<file path="src/rtl/arb8_pkg.sv">
// Shared types and constants for the two-requester round-robin arbiter.
package arb8_pkg;

  typedef enum logic [1:0] {
    IDLE = 2'b00,
    GNT1 = 2'b01,
    GNT2 = 2'b10
  } arb_state_e;

  localparam int MAX_BURST_DEF = 4;
  localparam int CNT_W         = 4;

endpackage

</file>
<file path="src/rtl/arb_burst_cnt.sv">
// Burst beat counter: counts accepted beats, saturates at MAX_BURST, clears on grant exit.
import arb8_pkg::*;

module arb_burst_cnt #(
  parameter int MAX_BURST = MAX_BURST_DEF
) (
  input  logic clk,
  input  logic rst_n,
  input  logic inc_i,
  input  logic clr_i,
  output logic limit_o
);

  localparam logic [CNT_W-1:0] MAX_C = CNT_W'(MAX_BURST);

  logic [CNT_W-1:0] cnt_q;
  logic [CNT_W-1:0] cnt_d;
  logic [CNT_W-1:0] cntInc;

  // Limit is judged on the count including this cycle's beat.
  always_comb begin
    cntInc = cnt_q;
    if (inc_i && (cnt_q != MAX_C)) begin
      cntInc = cnt_q + CNT_W'(1);
    end
    limit_o = (cntInc == MAX_C);
    cnt_d   = clr_i ? '0 : cntInc;
  end

  always_ff @(posedge clk or negedge rst_n) begin
    if (!rst_n) begin
      cnt_q <= '0;
    end else begin
      cnt_q <= cnt_d;
    end
  end

endmodule

</file>
<file path="src/rtl/mux8_2x1.sv">
// 8-bit 2:1 mux: sel=1 passes in1, sel=0 passes in2.
module mux8_2x1 (
  input  logic [7:0] in1,
  input  logic [7:0] in2,
  input  logic       sel,
  output logic [7:0] out
);

  assign out = sel ? in1 : in2;

endmodule

</file>
<file path="src/rtl/arb8_2x1.sv">
// Round-robin arbiter sharing one registered 8-bit output channel between two requesters.
// Optional ARB_STATS_EN adds saturating per-requester ack counters beats1/beats2.
import arb8_pkg::*;

module arb8_2x1 #(
  parameter int MAX_BURST = MAX_BURST_DEF,
  parameter int DATA_W    = 8
) (
  input  logic              clk,
  input  logic              rst_n,
  input  logic              req1,
  input  logic [DATA_W-1:0] data1,
  input  logic              req2,
  input  logic [DATA_W-1:0] data2,
  output logic              gnt1,
  output logic              gnt2,
  output logic              ack1,
  output logic              ack2,
  output logic              sel,
  output logic [DATA_W-1:0] out_data,
  output logic              out_valid,
  input  logic              out_ready
`ifdef ARB_STATS_EN
  ,
  output logic [7:0]        beats1,
  output logic [7:0]        beats2
`endif
);

  arb_state_e        state_q, state_d;
  logic              prio1_q, prio1_d;
  logic              outValid_q, outValid_d;
  logic [DATA_W-1:0] outData_q, outData_d;
  logic [DATA_W-1:0] muxOut;
  logic              canLoad;
  logic              ackAny;
  logic              grantExit;
  logic              limitHit;

  mux8_2x1 uMux (
    .in1 (data1),
    .in2 (data2),
    .sel (sel),
    .out (muxOut)
  );

  arb_burst_cnt #(.MAX_BURST(MAX_BURST)) uBurst (
    .clk     (clk),
    .rst_n   (rst_n),
    .inc_i   (ackAny),
    .clr_i   (grantExit),
    .limit_o (limitHit)
  );

  // Grant decode, acks and next-state; a grant hands over directly with no IDLE bubble.
  always_comb begin
    canLoad = !outValid_q || out_ready;
    gnt1    = (state_q == GNT1);
    gnt2    = (state_q == GNT2);
    sel     = gnt1;
    ack1    = gnt1 && req1 && canLoad;
    ack2    = gnt2 && req2 && canLoad;
    ackAny  = ack1 || ack2;
    state_d = state_q;
    prio1_d = prio1_q;
    case (state_q)
      IDLE: begin
        if (req1 && (!req2 || prio1_q)) begin
          state_d = GNT1;
        end else if (req2) begin
          state_d = GNT2;
        end
      end
      GNT1: begin
        if (!req1) begin
          state_d = req2 ? GNT2 : IDLE;
        end else if (limitHit && req2) begin
          state_d = GNT2;
        end
      end
      GNT2: begin
        if (!req2) begin
          state_d = req1 ? GNT1 : IDLE;
        end else if (limitHit && req1) begin
          state_d = GNT1;
        end
      end
      default: state_d = IDLE;
    endcase
    grantExit = (state_q != IDLE) && (state_d != state_q);
    if (grantExit) begin
      prio1_d = (state_q == GNT2);
    end
  end

  // An ack in the same cycle as consumption keeps the channel full.
  always_comb begin
    outValid_d = outValid_q;
    outData_d  = outData_q;
    if (ackAny) begin
      outValid_d = 1'b1;
      outData_d  = muxOut;
    end else if (out_ready) begin
      outValid_d = 1'b0;
    end
  end

  always_ff @(posedge clk or negedge rst_n) begin
    if (!rst_n) begin
      state_q    <= IDLE;
      prio1_q    <= 1'b1;
      outValid_q <= 1'b0;
      outData_q  <= '0;
    end else begin
      state_q    <= state_d;
      prio1_q    <= prio1_d;
      outValid_q <= outValid_d;
      outData_q  <= outData_d;
    end
  end

  assign out_valid = outValid_q;
  assign out_data  = outData_q;

`ifdef ARB_STATS_EN
  logic [7:0] beats1_q, beats2_q;

  always_ff @(posedge clk or negedge rst_n) begin
    if (!rst_n) begin
      beats1_q <= 8'h00;
      beats2_q <= 8'h00;
    end else begin
      if (ack1 && (beats1_q != 8'hFF)) beats1_q <= beats1_q + 8'h01;
      if (ack2 && (beats2_q != 8'hFF)) beats2_q <= beats2_q + 8'h01;
    end
  end

  assign beats1 = beats1_q;
  assign beats2 = beats2_q;
`endif

endmodule

</file>
<file path="config.mk">
export PLATFORM = sky130hd
export DESIGN_NAME = arb8_2x1
export DESIGN_NICKNAME = d
export VERILOG_FILES = /design/src/rtl/arb8_pkg.sv /design/src/rtl/arb_burst_cnt.sv /design/src/rtl/mux8_2x1.sv /design/src/rtl/arb8_2x1.sv
export SDC_FILE = /design/constraint.sdc
export NUM_CORES = 1
export LEC_CHECK = 0
export ABC_CLOCK_PERIOD_IN_PS = 4600
export CELL_PAD_IN_SITES_DETAIL_PLACEMENT = 0
export CELL_PAD_IN_SITES_GLOBAL_PLACEMENT = 2
export CORE_MARGIN = 8
export CORE_UTILIZATION = 30
export CTS_BUF_LIST = sky130_fd_sc_hd__clkbuf_4 sky130_fd_sc_hd__clkbuf_8
export CTS_CLUSTER_SIZE = 20
export DETAILED_ROUTE_END_ITERATION = 16
export DONT_BUFFER_PORTS = 1
export GPL_TIMING_DRIVEN = 0
export MAX_ROUTING_LAYER = met4
export PLACE_DENSITY_LB_ADDON = 0.1
export SLEW_MARGIN = 10
export SYNTH_ARGS = -nofsm -noshare
export SYNTH_HDL_FRONTEND = slang
export SYNTH_SLANG_ARGS = --single-unit
</file>
<file path="constraint.sdc">
create_clock -name clk -period 4.6 [get_ports clk]
set_input_delay 1.38 -clock clk [delete_from_list [all_inputs] [get_ports clk]]
set_output_delay 1.38 -clock clk [all_outputs]
set_load 0.01 [all_outputs]
</file>
Yosys cells after proc, flatten, opt, wreduce, memory -nomap -nowiden --
Index checks and enable logic that the tools add are counted.
Word-level totals: register bits 16, bits of input ports 21, output and inout port bits 14, logic and storage cells 42
Operators by class: add/sub/neg operators 1, eq/ne operators 5, muxes and demuxes 14, reductions and logical operators 17
Operator list (number):
- $mux 2 | 7
- $logic_and 1x1->1 | 9
- $mux 4 | 2
- $mux 8 | 1
- $pmux 2 s3 | 1
- $add 4x1->4 const B | 1
- $eq 4x3->1 const B | 1
- $ne 4x3->1 const B | 1
- $reduce_bool 2->1 | 2
- $logic_or 1x1->1 | 3
- $mux 1 | 3
- $eq 2x1->1 const B | 1
- $eq 2x2->1 const B | 1
- $logic_not 1->1 | 2
- $logic_not 2->1 | 1
- $ne 2x2->1 | 1

Longest topological paths before layout --
Gate-level depths: netlist (run 1).
depth in word-level cells 14, mapped depth 8, gate-level depth less buffers 8

By module --
A second synthesis (run 1) with hierarchy kept.
Second synthesis, totals: cells, all modules 90, area, all modules 1011.0 um^2
By module, submodules not included:
- arb8_2x1 | times used 1, cells each 52, area each 608.1 um^2, sequential area each 301.5 um^2
- arb_burst_cnt | times used 1, cells each 29, area each 271.5 um^2, sequential area each 100.1 um^2
- mux8_2x1 | times used 1, cells each 9, area each 131.4 um^2, sequential area each 0.0 um^2

Worst setup path before layout (run 1) --
Ideal clock, no wire load.
kind input to output, start point in out_ready, end point out ack1, arrival 1.772 ns, data required time 3.220 ns, setup slack 1.448 ns, stages on the path 2, path buffers 0, path through nor2b_1 nor2_1
On the way: longest elaborated chain between the ends 2
RTL lines:
- start, declared | line arb8_2x1.sv:22 | input logic out_ready
- $logic_or 1x1->1 | line arb8_2x1.sv:57 | canLoad = !outValid_q || out_ready;
- $logic_and 1x1->1 | line arb8_2x1.sv:61 | ack1 = gnt1 && req1 && canLoad;
- end, declared | line arb8_2x1.sv:17 | output logic ack1,
No other way between the ends.

Final worst setup path (run 1) --
Ends and elaborated chain as after synthesis.

==> results of run 1 <==
-- area by class of cell --
type,count,share of cell area [%]
buffer,4,2.01
multi-input combinational,75,48.5
tap,44,5.21
clock buffer,4,3.44
sequential,16,38.0
inverter,8,2.84
-- metal layers --
metal	GRT usage, %	up-vias
met4	4.00	0
met3	2.20	2
met5	-	-
met2	13.5	18
li1	-	375
met1	11.7	347
-- stage by stage --
stage	setup slack (ns)	util, %	cells	instance area [um2]
2_1_floorplan	1.45	-	103	965
3_3_place_gp	1.32	33.4	147	1020
3_5_place_dp	1.31	33.4	147	1020
4_1_cts	1.36	34.6	151	1060
5_1_grt	1.32	34.6	151	1060
6_report	1.36	34.6	151	1060
-- registers in the layout, indices dropped and copies added, names as in the netlist --
| signal | count |
|---|---|
| out_data | 8 |
| uBurst.cnt_q | 4 |
| state_q | 2 |
| out_valid | 1 |
| prio1_q | 1 |
-- kinds of logic (layout without fill, tap and decap cells) --
| kind of cell | after synthesis | in the layout | share of synthesized area (%) |
|---|---|---|---|
| adders and majority gates | 2 | 2 | 2.59 |
| muxes | 10 | 10 | 10.9 |
| buffers and inverters | 12 | 16 | 5.32 |
| xor gates and xnor gates | 1 | 1 | 0.908 |
| AOI/OAI and AO/OA | 25 | 25 | 17.5 |
| and+or+nand+nor | 37 | 37 | 21.1 |
| DFF | 16 | 16 | 41.6 |
-- how the worst min path moves through the flow --
stage                           end  slack [ns]  depth (start not counted)
finish                  out_data[3]        0.61                          2
global route            out_data[5]        0.65                          2
CTS                 uBurst.cnt_q[0]        0.62                          2
detailed placement  uBurst.cnt_q[0]        0.60                          2
global placement        out_data[3]        0.59                          2
floorplan           uBurst.cnt_q[0]        0.56                          2
-- power by group --
part,switching (mW),internal (mW)
sequential,0.0580,0.194
clock,0.0487,0.0482
combinational,0.0940,0.0747
total,0.201,0.316
-- cells in the final DEF, fill, tap and decap left out, types with 2 or more instances in the layout --
cell type,count
nor2_1,15
dfrtp_1,15
a21oi_1,10
mux2i_1,9
inv_1,8
nand2_1,4
nand2b_1,3
clkbuf_4,3
nor2b_1,2
buf_2,2
nand3_1,2
nor3_1,2
o21ai_0,2
o31ai_1,2
ha_1,2
==> metrics.txt, run 1 <==
Buffers on Ports 0; DRC 0; CTS tree done; Met3 Wirelength 119 um; Post-synth EDFFs 0; via count 742; 1st-iter DRT viols 27; core area 3050 um2; placer congestion estimate 0.788; Hold Path Class register to register; Tot Pwr 517 uW; synth unique cells 39; fill count 344; critical path type input pin to output pin; die height 72.7 um; Max-cap violations 0; Max Used Layer met4; met1 WL 1050 um; total CTS buffers 3; Clock Skew 0.0159 ns; vias in the first global route 707; synth top area cells dfrtp_1 (39%), mux2i_1 (9.3%), nor2_1 (5.8%), a21oi_1 (5.2%), inv_1 (3.1%); Reg-to-Reg End state_q[0]; first-pass GRT wire length 3690 um; WL final 2360 um; crit share post-route 70.5%; final hold viol count 0; Critical Path Stages 2; Syn Area/Cell 9.37 um2; warnings from Yosys 0; Die Area 5290 um2; CP Capture Point ack1; Tot GR Track Use 9.19%; Starting Density 31.6%; crit path cell chain nor2b_1, nor2_1; syn_nets 126; Final min period 3.24 ns; peak supply drop 0.000153 V; Critical Path RT 3.22 ns; critical path launch point out_ready; ant diodes 0; crit start category input pin; Fin Hold WS 0.609 ns; crit path max-delay cell type nor2b_1; # IOs 35; fraction of layout cells with a size suffix above 1 12.1%; Commonest cells post-synth dfrtp_1 (15), nor2_1 (15), a21oi_1 (10); Post-CTS Hold Buffers 0; ANT nets after route 0; # setup viols final 0; initial antenna violation count 0; worst slew pin tran 0.510 ns; Main synth FF type dfrtp_1; Rows 20; clk buf depth 2; reg2reg start uBurst.cnt_q[0]; Max FO, Critical Path 6; H-tree depth 1; final HPWL from detailed placement 1780 um; fmax 308 MHz; Post-CTS Setup Inserts 0; NumNets Final 131; r2r setup slk 2.01 ns; Slew Limit Fails 0; delay-heaviest family, CP simple AND/OR/NAND/NOR gates; Seq cells post-synth 16; GRT overflow 0; Layout area overhead 9.47%; area of the multi-input gates 512 um2; Clock Sinks 16; Hold Crit Start out_data[3]; Die Width 72.7 um; drt via density 4.91; CP Buf/Inv Count 0; Post-Syn Area 965 um2; Leak Pwr 0.504 nW; Worst setup EP type output pin; register area share after synthesis 41.6%; clock latency on the worst-skew pair 0.29 ns; share of flip-flops with an asynchronous set or reset 100%; Pwr Density 490 nW/um2; Reg clk slew, reported paths 0.09 ns; RSZ-0062 raised after global routing no; drt pass-1 iters 4; Crit path largest cell delay 0.32 ns; CP arrival 1.86 ns; status finished clean; r2r worst-path depth 8; area share of the largest cell type after synthesis 38.9%; CTS root buf clkbuf_4; CTS resizes 0; leading area contributor after synthesis dfrtp_1; setup TNS 0 ns; Met2 Wirelength 1180 um; wire per inst 15.6 um; Mapped Cells 103; Sequential Area 402 um2; largest net degree at the start of global routing 17; relative slew slack 66.0%
Power figures use the tool's default switching activity.
==> inputs of run 2 (changes only) <==
Settings changed: ABC_CLOCK_PERIOD_IN_PS 4600 to 2900.
Clock period 4.6 ns to 2.9 ns, I/O delays scaled along.
==> results of run 2 <==
The final DEF is identical to that of run 1. Status: finished clean.
Main changes from that run: setup slack after placement 1.31 ns -> 0.122 ns; clock-pin slew on the worst setup and hold paths 0.09 ns -> 0.11 ns; setup slack after layout 1.36 ns -> 0.302 ns; hold slack 0.609 ns -> 0.250 ns; start point of the critical path out_ready -> state_q[1]; end point of the critical path ack1 -> sel; register-to-register setup slack 2.01 ns -> 0.31 ns; total power 0.517 mW -> 0.821 mW; worst IR drop on VDD 0.000153 V -> 0.000243 V
